**src/rtl/noc_pkg.sv**
```systemverilog
// Shared NoC router definitions: port numbering, flit_id encodings and arbiter state type.
package noc_pkg;

  localparam int NUM_PORTS = 5;
  localparam int FLIT_W    = 3;

  localparam logic [2:0] PORT_L = 3'd0;
  localparam logic [2:0] PORT_N = 3'd1;
  localparam logic [2:0] PORT_E = 3'd2;
  localparam logic [2:0] PORT_W = 3'd3;
  localparam logic [2:0] PORT_S = 3'd4;

  localparam logic [FLIT_W-1:0] FLIT_HEAD      = 3'b001;
  localparam logic [FLIT_W-1:0] FLIT_BODY      = 3'b010;
  localparam logic [FLIT_W-1:0] FLIT_TAIL      = 3'b100;
  localparam logic [FLIT_W-1:0] FLIT_HEAD_TAIL = 3'b101;

  localparam int HEAD_BIT = 0;
  localparam int TAIL_BIT = 2;

  typedef enum logic {
    ST_IDLE   = 1'b0,
    ST_LOCKED = 1'b1
  } arb_state_t;

endpackage

```
**src/rtl/rr_pick.sv**
```systemverilog
// Combinational round-robin picker: first requester strictly after last_ptr, wrapping L..S.
module rr_pick
  import noc_pkg::*;
(
  input  logic [NUM_PORTS-1:0] i_req,
  input  logic [2:0]           i_last_ptr,
  output logic [NUM_PORTS-1:0] o_onehot,
  output logic [2:0]           o_index,
  output logic                 o_any
);

  int w_idx;

  always_comb begin
    o_onehot = '0;
    o_index  = '0;
    o_any    = 1'b0;
    w_idx    = 0;
    for (int i = 1; i <= NUM_PORTS; i++) begin
      w_idx = (int'(i_last_ptr) + i) % NUM_PORTS;
      if (!o_any && i_req[w_idx]) begin
        o_any           = 1'b1;
        o_index         = 3'(w_idx);
        o_onehot[w_idx] = 1'b1;
      end
    end
  end

endmodule

```
**src/rtl/rr_output_arbiter.sv**
```systemverilog
// Wormhole output-port arbiter: round-robin packet lock, credit flow control and stall watchdog.
//   state     | meaning
//   ST_IDLE   | no owner; arbitrate among head flits
//   ST_LOCKED | owner holds output until tail forwarded or watchdog abort
module rr_output_arbiter
  import noc_pkg::*;
#(
  parameter int CREDITS = 4,
  parameter int TIMEOUT = 255
) (
  input  logic                        clk,
  input  logic                        rst,
  input  logic [NUM_PORTS-1:0]        valid,
  input  logic [NUM_PORTS*FLIT_W-1:0] flit_id,
  input  logic                        credit_in,
  output logic [NUM_PORTS-1:0]        grant,
  output logic [2:0]                  sel,
  output logic                        fwd,
  output logic                        timeout
);

  localparam logic [3:0]  CREDIT_MAX = 4'(CREDITS);
  localparam logic [11:0] WD_LIMIT   = 12'(TIMEOUT);

  arb_state_t           r_state, w_state_nxt;
  logic [NUM_PORTS-1:0] r_grant, w_grant_nxt;
  logic [2:0]           r_sel, w_sel_nxt;
  logic [2:0]           r_last_ptr, w_last_ptr_nxt;
  logic                 r_timeout, w_timeout_nxt;
  logic [3:0]           r_credit_cnt, w_credit_nxt;
  logic [11:0]          r_wd_cnt, w_wd_nxt;

  logic [NUM_PORTS-1:0] w_cand;
  logic [NUM_PORTS-1:0] w_pick_onehot;
  logic [2:0]           w_pick_idx;
  logic                 w_pick_any;
  logic [FLIT_W-1:0]    w_owner_flit;
  logic                 w_fwd;
  logic                 w_tail;

  always_comb begin
    w_cand = '0;
    for (int p = 0; p < NUM_PORTS; p++) begin
      w_cand[p] = valid[p] & flit_id[FLIT_W*p + HEAD_BIT];
    end
  end

  rr_pick u_pick (
    .i_req      (w_cand),
    .i_last_ptr (r_last_ptr),
    .o_onehot   (w_pick_onehot),
    .o_index    (w_pick_idx),
    .o_any      (w_pick_any)
  );

  // r_sel is the owner index while locked; gating with rst keeps fwd low in the reset cycle.
  assign w_owner_flit = flit_id[FLIT_W*r_sel +: FLIT_W];
  assign w_tail       = w_owner_flit[TAIL_BIT];
  assign w_fwd        = !rst && (r_state == ST_LOCKED) && valid[r_sel] && (r_credit_cnt != 4'd0);

  always_comb begin
    w_state_nxt    = r_state;
    w_grant_nxt    = r_grant;
    w_sel_nxt      = r_sel;
    w_last_ptr_nxt = r_last_ptr;
    w_timeout_nxt  = 1'b0;
    w_wd_nxt       = r_wd_cnt;
    case (r_state)
      ST_IDLE: begin
        w_wd_nxt = '0;
        if (w_pick_any) begin
          w_state_nxt = ST_LOCKED;
          w_grant_nxt = w_pick_onehot;
          w_sel_nxt   = w_pick_idx;
        end
      end
      ST_LOCKED: begin
        if (w_fwd && w_tail) begin
          w_state_nxt    = ST_IDLE;
          w_grant_nxt    = '0;
          w_sel_nxt      = '0;
          w_last_ptr_nxt = r_sel;
          w_wd_nxt       = '0;
        end else if (w_fwd) begin
          w_wd_nxt = '0;
        end else if (r_wd_cnt + 12'd1 == WD_LIMIT) begin
          w_state_nxt    = ST_IDLE;
          w_grant_nxt    = '0;
          w_sel_nxt      = '0;
          w_last_ptr_nxt = r_sel;
          w_timeout_nxt  = 1'b1;
          w_wd_nxt       = '0;
        end else begin
          w_wd_nxt = r_wd_cnt + 12'd1;
        end
      end
      default: begin
        w_state_nxt = ST_IDLE;
        w_grant_nxt = '0;
        w_sel_nxt   = '0;
        w_wd_nxt    = '0;
      end
    endcase
  end

  always_comb begin
    w_credit_nxt = r_credit_cnt;
    case ({w_fwd, credit_in})
      2'b10:   w_credit_nxt = r_credit_cnt - 4'd1;
      2'b01:   if (r_credit_cnt < CREDIT_MAX) w_credit_nxt = r_credit_cnt + 4'd1;
      default: w_credit_nxt = r_credit_cnt;
    endcase
  end

  always_ff @(posedge clk) begin
    if (rst) begin
      r_state      <= ST_IDLE;
      r_grant      <= '0;
      r_sel        <= '0;
      r_last_ptr   <= PORT_S;
      r_timeout    <= 1'b0;
      r_credit_cnt <= CREDIT_MAX;
      r_wd_cnt     <= '0;
    end else begin
      r_state      <= w_state_nxt;
      r_grant      <= w_grant_nxt;
      r_sel        <= w_sel_nxt;
      r_last_ptr   <= w_last_ptr_nxt;
      r_timeout    <= w_timeout_nxt;
      r_credit_cnt <= w_credit_nxt;
      r_wd_cnt     <= w_wd_nxt;
    end
  end

  assign grant   = r_grant;
  assign sel     = r_sel;
  assign fwd     = w_fwd;
  assign timeout = r_timeout;

endmodule

```
**config.mk**
```make
export PLATFORM = sky130hd
export DESIGN_NAME = rr_output_arbiter
export DESIGN_NICKNAME = d
export VERILOG_FILES = /design/src/rtl/noc_pkg.sv /design/src/rtl/rr_pick.sv /design/src/rtl/rr_output_arbiter.sv
export SDC_FILE = /design/constraint.sdc
export NUM_CORES = 1
export LEC_CHECK = 0
export ABC_AREA = 1
export BUFFER_PORTS_ARGS = -buffer_cell sky130_fd_sc_hd__buf_2
export CORE_MARGIN = 5
export CORE_UTILIZATION = 55
export CTS_CLUSTER_SIZE = 12
export DETAILED_ROUTE_END_ITERATION = 8
export GPL_ROUTABILITY_DRIVEN = 0
export PLACE_DENSITY_LB_ADDON = 0.2
export SYNTH_ARGS = -nofsm -noshare
export SYNTH_HDL_FRONTEND = slang
export SYNTH_SLANG_ARGS = --single-unit
```
**constraint.sdc**
```tcl
create_clock -name clk -period 3.4 [get_ports clk]
set_input_delay 0 -clock clk [delete_from_list [all_inputs] [get_ports clk]]
set_output_delay 0 -clock clk [all_outputs]
set_load 0.01 [all_outputs]
```
After elaboration in Yosys (flattened, before gate mapping):

Cells that the tools add are included.

* register bits after elaboration: 29
* bits of input ports: 23
* word-level logic and storage cells: 144

* $add $sub $neg: 8
* multipliers: 1
* divide/modulo/power cells: 5
* order comparisons: 12
* eq/ne operators: 8
* shifts and indexed selects: 1
* multiplexer cells: 67
* bitwise gates (word level): 10
* reduce and logical (&&, ||, !) cells: 25

Operator list (number)
* >= comparator 32 x 1 -> 1 bit, second input constant: 5
* < comparator 32 x 5 -> 1 bit, second input constant: 5
* remainder unit 32 x 4 -> 32 bit, second input constant: 5
* two-way mux 5 bit: 9
* two-way mux 12 bit: 3
* two-way mux 3 bit: 12
* two-way mux 1 bit: 26
* case mux 12 bit (2 select lines): 1
* bitwise OR 5 bit: 4
* binary-select mux 1 bit (select 3 bit): 6
* demux 1 bit (select 3 bit): 5
* variable part select 15 x 6 -> 3 bit: 1
* logical AND 1 bit: 13
* adder 12 x 1 -> 12 bit, second input constant: 1
* equality test 12 x 8 -> 1 bit, second input constant: 1
* case mux 5 bit (2 select lines): 1
* adder 3 x 2 -> 4 bit, second input constant: 2
* adder 3 x 3 -> 4 bit, second input constant: 2
* case mux 4 bit (2 select lines): 1
* case mux 3 bit (2 select lines): 1
* AND reduction 3 bit: 2
* bitwise AND 1 bit: 5
* logical NOT 1 bit: 5
* multiplier 2 x 3 -> 5 bit, first input constant: 1
* 18 further kinds: 20

Logic depth before layout (Yosys ltp):

Gate-level depths: netlist (run 1).

* depth in word-level cells: 20
* mapped depth: 30
* mapped depth without buffers: 29

By module:

A second synthesis (run 1) with hierarchy kept.

* cell total of the unflattened synthesis: 737
* area, all modules: 4406.7 um^2

Modules (own cells, without submodules)
* rr_pick: instances 1, cells each 478, area each 2715.1 um^2, seq. area each 0.0 um^2
* rr_output_arbiter: instances 1, cells each 259, area each 1691.6 um^2, seq. area each 580.6 um^2

Worst setup path after synthesis (run 1):

OpenSTA, ideal clock, no wires.

* path type: reg2reg
* start point: reg r_last_ptr[0]
* end point: reg r_grant[0], in the netlist grant[0]
* data arrival time: 3.731 ns
* setup slack: -0.402 ns
* stages on the path, launching flop included: 28
* buffers on the path: 1
* period minus slack after synthesis: 3.802 ns
* path through: dfxtp_1 > buf_4 > inv_2 > ha_1 > inv_1 > ha_1 > inv_1 > nand3_1 > nand2_1 > nand2_2 > xor2_1 > ha_1 > inv_1 > nand3_1 > nand2_2 > nor2_4 > nand2_1 > nand2_2 > nand2_2 > nand2_1 > nand3_2 > nand3_4 > nand3_4 > inv_2 > nand2_2 > o21ai_4 > nand2_1 > a21oi_1

* word-level cells in the longest chain between the ends: 20
* elaborated cells between the ends (all ways): 76
* classes of those cells: 5 x add/sub; 5 x div; 10 x order compare; 1 x eq/ne; 37 x mux; 4 x bitwise; 14 x reduce/logical

Ends and longest elaborated chain
* start, declared: line rr_output_arbiter.sv:28 `logic [2:0] r_last_ptr, w_last_ptr_nxt;`
* start signal, assigned: line rr_output_arbiter.sv:128 `r_last_ptr <= w_last_ptr_nxt;`
* branches (longest 20 deep; another with remainder unit 32 x 4 -> 32 bit)
* end signal, assigned: line rr_output_arbiter.sv:126 `r_grant <= w_grant_nxt;`
* end, declared: line rr_output_arbiter.sv:26 `logic [NUM_PORTS-1:0] r_grant, w_grant_nxt;`

Several ways; the timed one is not identified. The select of a mux whose other input is x is not followed.
A chain may end at the register's enable or synchronous reset.

Final worst setup path (run 1):

* start point: reg r_last_ptr[1]
* end point: reg r_grant[4], in the netlist grant[4]

Same word-level chain as after synthesis.

==> results.txt, run 1 <==
The maximum number of pins on one net before global-route repair is 17, and the instance count on the critical path is 19. The post-synthesis to final-layout area growth works out to 35.04%. After global routing the overflow that remains totals 0. The hold violation total from the final report was 0; the count of cells along the worst register-to-register path was 19. The count of synthesis-stage warnings from yosys is 0, and the share of power burned in combinational logic is 84.2%. After the first detailed-routing iteration, the DRC count stood at 364. The clock drives 29 sinks. IR analysis of the VDD net gives a maximum drop of 515.4 uV. The final critical-path required period came out at 3.502 ns. In this run the tightest slew margin relative to its limit is 66.72%. For this design the top-level I/O count stands at 33.

Among all stages on the critical path, the largest delay is contributed by sky130_fd_sc_hd__dfxtp_2. HPWL after detailed placement: 8456 um. The biggest fanout along the worst timing path came out at 8. The routed design has 12110 um of wire. Number of fillers in the final layout: 514.

The worst hold path terminates at grant[1]. The endpoint identified for the worst register-to-register timing path is grant[4]. The count of buffers added on input and output ports is 27.

The tools report the number of distinct library cells after synthesis as 43. For this run, the total global-route usage over all layers was measured as 24.93%. The startpoint-to-endpoint class of the critical path was flip-flop to flip-flop. In the final timing run, aggregate negative setup slack is -0.7197 ns. The floorplan step set the die width to 94.32 um.

The first-pass iteration count of the detailed router came out at 5. The synthesized design contains 0 enable-type register cells. The checks that failed: setup timing. The final core utilization came out at 76.87%. The average size of a mapped cell was 6.090 um2; the number of instances on the worst hold path was 2. In this run the most critical hold path is launched from rst. The final critical path takes up 103.0% of the cycle.

The tools report the buffer cell driving the clock tree root as sky130_fd_sc_hd__clkbuf_8. Across all layers, the routed design uses 4634 vias. Synthesis inferred 29 register bits. The analysis attributes to cell leakage a power of 2.573 nW. The average detailed-routed wire length per instance was 14.53 um; the post-detailed-route count of antenna-violating nets was 0. The share of total power in sequential cells is 9.6%. In this run the power spent charging and discharging nets is 0.002663 W. After detailed routing, the number of remaining DRC violations is 0.

The signal on the critical path passes through inv_4 -> ha_4 -> buf_4 -> ha_1 -> nor2_1 -> nand2_1 -> nand2_2 -> buf_4 -> o22ai_1 -> inv_1 -> nor2_1 -> a21oi_2 -> inv_1 -> nand4_1 -> nand3_4 -> nand2_4 -> o21ai_4 -> nand2_1 -> a21oi_1. The gate family responsible for the most delay along the worst path was simple AND/OR/NAND/NOR gates. For the slack of the critical path, the log shows -0.1023 ns.

The buffer depth of the longest clock path was 2; the number of max-capacitance violations reported was 0. The flow ran to the end, but the final reports show violations. The number of nets in the layout was 797. Buffers inserted during clock tree synthesis total 5. The first global-routing pass estimated 18300 um of wire. For the pin with the worst max-slew slack, the measured transition is 0.4940 ns. After synthesis, flip-flops and latches occupy 14.85% of the total area.

The mean number of vias per cell is 5.563, and the data arrival time of the critical path is 3.73 ns. The worst setup path is launched from a flip-flop. The startpoint of the worst register-to-register path was r_last_ptr[1].

For this run, the top clock speed supported by timing is 0.2855 GHz. The number of nets in the synthesized netlist is 703, and the proportion of total power due to net switching is 55.98%. The share of synthesized registers carrying an async set or reset was 0%. In this run the standard cell core region covers 6869 um2. In this design, the stage delay of the slowest critical-path cell is 0.38 ns. The worst setup path is captured at a flip-flop. Count of hold buffers inserted by post-cts repair: 0.

Setup repair after global routing could not meet its margin everywhere. The ratio of cells with drive above 1 in the final layout was 34.60%. For this configuration, the core starts out at a cell density of 56.92%.

TritonCTS built the clock tree. The max-slew violation count came out at 0. The die is 94.32 um tall. The design internal power was 0.002094 W; the sum of buffers and inverters on the critical path was 5. Among all flip-flop cells after synthesis, the most frequent one is sky130_fd_sc_hd__dfxtp_1. The H-tree was split into 2 levels. The die footprint came out at 8895 um2.

For the initial antenna violation count, the log shows 0. In this run the power density over the cells is 900.9 nW/um2. The later pin in the worst-skew pair is clocked with a latency of 0.30 ns. Clock-pin slew was measured on the worst setup and hold paths at 0.08 ns.

At the worst endpoint, the required time is 3.62 ns. The count of final setup violators came out at 8. In this run the cell area of the synthesized design comes to 3910 um2. The initialized floorplan defines 30 standard-cell rows.

The logs give 6.2% for the proportion of power drawn by the clock network and -0.10 ns for the register-to-register setup slack. Clock skew on the completed layout was measured at 0.01885 ns. Number of global-route vias before repair: 4202. 0 antenna diodes ended up in the layout.

Count of mapped cells out of synthesis: 642. The worst hold path belongs to the class primary input to flip-flop.
==> cell families after synthesis <==
logic type / share of synthesized area, %
AOI/OAI and AO/OA: 13.38
xor gates and xnor gates: 4.480
adders and majority gates: 12.35
buffers and inverters: 9.664
DFF: 14.85
and+or+nand+nor: 45.28
==> state kept, by name (all words and copies together) (netlist names) <==
name / flops
r_wd_cnt: 12
grant: 5
r_credit_cnt: 4
r_last_ptr: 3
sel: 3
r_state: 1
timeout: 1
==> cell usage in the layout, fill, tap and decap left out, types with 7 or more instances in the layout <==
cell type	count
sky130_fd_sc_hd__nand3_1	38
sky130_fd_sc_hd__xor2_1	10
sky130_fd_sc_hd__o21ai_0	25
sky130_fd_sc_hd__nor3_1	8
sky130_fd_sc_hd__inv_1	68
sky130_fd_sc_hd__nand3_4	11
sky130_fd_sc_hd__inv_2	17
sky130_fd_sc_hd__nand2_4	21
sky130_fd_sc_hd__buf_4	61
sky130_fd_sc_hd__nand4_1	15
sky130_fd_sc_hd__nor2_1	66
sky130_fd_sc_hd__nand2_2	30
sky130_fd_sc_hd__dfxtp_1	26
sky130_fd_sc_hd__a21oi_1	20
sky130_fd_sc_hd__nand3_2	11
sky130_fd_sc_hd__o21ai_2	9
sky130_fd_sc_hd__nand2_1	143
sky130_fd_sc_hd__buf_2	27
sky130_fd_sc_hd__ha_1	26
sky130_fd_sc_hd__a21oi_2	7
==> worst max-delay path by stage <==
stage,startpoint,to,slack [ns]
3_3_place_gp,r_last_ptr[1],grant[0],0.02
3_5_place_dp,r_last_ptr[1],grant[2],-0.1
2_1_floorplan,r_last_ptr[2],grant[0],0.01
4_1_cts,r_last_ptr[1],sel[0],0.0008
6_report,r_last_ptr[1],grant[4],-0.10
5_1_grt,r_last_ptr[1],grant[0],-0.30
==> layout make-up <==
cell class                 count  area (um2)  share of cell area, %
sequential                    29       589.3                  11.16
clock buffer                   5       68.82                  1.303
multi-input combinational    514        3453                  65.40
timing repair buffer          93       658.1                  12.46
inverter                      93       374.1                  7.085
clock inverter                 3       16.27                 0.3081
tap                           96       120.1                  2.275
==> timing repair <==
action / CTS / global route
resized for setup: 9 / 106
pin swaps: 6 / 62
setup endpoints to repair: 8 / 9
setup buffers: 3 / 28
==> through the flow <==
| stage | worst slack, ns | power, W | hold WS [ns] | std cells | cell area [um2] |
|---|---|---|---|---|---|
| 2_1_floorplan | 0.01419 | 0.002717 | 0.1647 | 642 | 4013 |
| 3_3_place_gp | 0.02365 | 0.003413 | 0.3235 | 794 | 4513 |
| 3_5_place_dp | -0.09647 | 0.003504 | 0.3339 | 794 | 4513 |
| 4_1_cts | 0.0008336 | 0.003850 | 0.03768 | 805 | 4647 |
| 5_1_grt | -0.3021 | 0.005133 | 0.08216 | 833 | 5280 |
| 6_report | -0.1023 | 0.004757 | 0.05790 | 833 | 5280 |
==> per-layer routing <==
metal | track usage [%] | routed length (um)
met1 | 31.98 | 5191
met2 | 43.32 | 5962
met3 | 3.686 | 626
met4 | 6.859 | 327
met5 | 0 | 0
==> cells in the mapped netlist, drive strengths merged (3+ instances only) <==
cell / count / area, um2
nor2: 78 / 315.3
nand2: 196 / 859.6
nor3: 9 / 45.04
o21ai: 43 / 249.0
o22ai: 3 / 18.77
xnor2: 6 / 52.55
nor4: 4 / 25.02
ha: 37 / 462.9
dfxtp: 29 / 580.6
xor2: 14 / 122.6
nand4: 15 / 93.84
nand3: 60 / 397.9
inv: 92 / 347.8
a31oi: 3 / 18.77
clkbuf: 5 / 18.77
a21oi: 28 / 140.1
==> power groups by stage <==
stage               clock network (W)  logic [W]  registers [W]
floorplan                           0    0.00225       0.000466
global placement                    0    0.00296       0.000458
detailed placement                  0    0.00304       0.000459
CTS                          0.000287    0.00311       0.000453
global route                 0.000304    0.00437       0.000462
finish                       0.000294    0.00401       0.000456
(Power assumes the default switching activity.)
==> inputs of run 2 (changes only) <==
CTS_CLUSTER_SIZE = 40   (was 12)
clock period = 3.8 ns   (was 3.4 ns; I/O delays follow)
==> results.txt, run 2 (synthesized netlist as in run 1, its figures left out) <==
Counting the buffers created by CTS gives 5. The number of fillers in the final layout came out at 615. The analysis attributes to cell leakage a power of 2.364 nW.

The logs give 0.08139 ns for the hold slack and 0 for the number of max-capacitance violations reported. The HPWL after detailed placement was 8300 um; the delay contributed by the slowest stage of the critical path was 0.37 ns. In the final routed layout, each cell accounts on average for 13.41 um. The tools report the element type at the critical path start as a flip-flop. After layout, the minimum clock period comes to 3.581 ns. In the final layout, the multi-input gates occupy 3233 um2.

The flow ran to the end, and the final reports show no timing, DRC or antenna violations. Leaving out fill and tap cells, the most frequent cells in the layout are sky130_fd_sc_hd__nand2_1 (150), sky130_fd_sc_hd__inv_1 (73), sky130_fd_sc_hd__nor2_1 (67). TritonCTS built the clock tree. The vertical die dimension was 94.32 um. Ranked by flip-flop count, first place goes to r_wd_cnt.

CTS built an H-tree with a depth of 2. The clock drives 29 sinks. The remaining global-route overflow is 0. Dividing the detail-routed via count by the number of cells gives 5.477. Measured on the finished design, the core utilization comes to 69.67%.

The placeable core region came out at 6869 um2. Registers take 586.8 um2. The row count was 30; the flip-flop count of the largest register, all copies and words added was 12.

The power per cell area is 784.6 nW/um2, and the maximum number of pins on one net before global-route repair is 13. The slack of the critical path was 0.2190 ns. The final critical path takes up 94.24% of the cycle. The critical path in this run is classified as flip-flop to flip-flop. The type of the worst min-delay path is primary input to flip-flop. At the end of the flow, the number of nets in the layout was 763. At the later pin of the worst-skew pair, clock insertion delay measures 0.28 ns.

Wires add up to 10710 um. The number of antenna diodes in the final layout is 0. For the count of routing violations after the opening detailed-route iteration, the log shows 308. The worst pin sits at a relative slew slack of 64.86%. 33 I/O pins were placed. The max-slew violation count is 0.

The post-placement setup slack was -0.02805 ns; the clock-pin slew of the registers on the worst-case setup and hold paths was 0.07 ns. In this design, the critical path's most frequently occurring cell is sky130_fd_sc_hd__nand2_4. The gate family responsible for the most delay along the worst path was simple AND/OR/NAND/NOR gates.

Counting along the longest clock path gives a buffer depth of 2. After detailed placement, the total cell area comes to 4269 um2. The run gives 17620 um as the wire length of the first global-routing pass.

The logs give 0 for the post-detailed-route count of antenna-violating nets and 4118 for the number of global-route vias before repair. The slowest stage of the critical path is the sky130_fd_sc_hd__dfxtp_4 cell. The finished cells cover 4786 um2.

The first TritonRoute pass finished after 5 iterations. Clock skew on the completed layout was measured at 0.006214 ns. Placed cell count: 776.

For the pin with the worst max-slew slack, the measured transition is 0.5216 ns. STA puts the critical path data required time at 4.02 ns. In this run the tool buffered the top-level ports with 27 buffer cells. The worst supply voltage drop on vdd was 373.8 uV; the total via count after detailed routing was 4376. The sum of buffers and inverters on the critical path works out to 5.

For the worst setup path, the data arrival time is 3.80 ns. The worst setup path is captured at a flip-flop. The count of hold buffers inserted by post-cts repair is 0, and the post-synthesis to final-layout area growth is 22.40%. The run gives 0 as the hold violation total from the final report. CTS placed an instance of sky130_fd_sc_hd__clkbuf_8 at the clock tree root. Leaving out fill and tap cells, the most frequent cell in the layout is sky130_fd_sc_hd__nand2_1. The biggest fanout along the worst timing path is 8. The achievable frequency was 0.2793 GHz; the initial cell density of the core was 56.92%.

The run gives 0 as the count of final setup violators. In the final layout, the share of cells above drive strength 1 is 27.03%. Measured along the x axis, the die boundary spans 94.32 um. The floorplan step defined a die boundary enclosing 8895 um2.

The non-filler instance count after layout was 799; the final routed DRC violation total was 0. The tools report the initial antenna violation count as 0. The overall global routing resource usage was 24.03%.
run 2: changes by cell type in the layout (fill, tap and decap cells not counted), sizes merged:
| cell | change |
|---|---|
| buf | -34 |
| clkbuf | +2 |
| clkinv | -2 |
| bufinv | +1 |
| inv | -1 |
run 2: worst register-to-register path: cells and delay by family (launching register included):
kind / cells / cell delay (ns)
and+or+nand+nor: 17 / 1.60
DFF: 1 / 0.37
xor gates and xnor gates: 1 / 0.18
buffers and inverters: 5 / 0.37
adders and majority gates: 3 / 0.55
AOI/OAI and AO/OA: 2 / 0.43
run 2: final cells by class:
class | instances | share of cell area (%)
Clock inverter | 1 | 0.6275
Sequential cell | 29 | 12.26
Inverter | 93 | 7.399
Clock buffer | 7 | 1.804
Tap cell | 96 | 2.510
Multi-Input combinational cell | 514 | 67.56
Timing Repair Buffer | 59 | 7.843
run 2: layer usage:
layer / share of wire, % / wire length (um) / vias to the layer above / global-route usage [%]
met4: 1.4 / 155 / 0 / 6.137
met5: 0 / 0 / - / 0
met3: 4.9 / 522 / 21 / 2.244
met2: 51 / 5457 / 142 / 44.33
met1: 43 / 4576 / 2020 / 29.70
li1: - / - / 2193 / -
run 2: report_power, final:
group / internal, W / switching (W) / leakage (nW)
clock network: 0.000214 / 0.000123 / 0.0585
logic: 0.00107 / 0.00194 / 2.07
registers: 0.000356 / 0.0000503 / 0.236
run 2: worst paths after layout:
path | from | end | slack [ns] | depth (start not counted)
worst max-delay path | r_last_ptr[0] | grant[2] | 0.22 | 28
worst min-delay path | credit_in | r_credit_cnt[2] | 0.08 | 5
worst max register to register | r_last_ptr[0] | grant[2] | 0.22 | 28
worst min register to register | grant[0] | grant[0] | 0.45 | 2
run 2: what timing repair did:
action	4_1_cts	5_1_grt
pin swaps	0	26
endpoints found under the setup margin	8	9
gates resized for setup	2	78
setup buffers	0	15
run 2: stage by stage:
step           TNS (ns)  total power [W]
2_1_floorplan         0         0.002362
3_3_place_gp          0         0.002845
3_5_place_dp   -0.02991         0.002917
4_1_cts               0         0.003275
5_1_grt         -0.2367         0.004110
6_report              0         0.003755
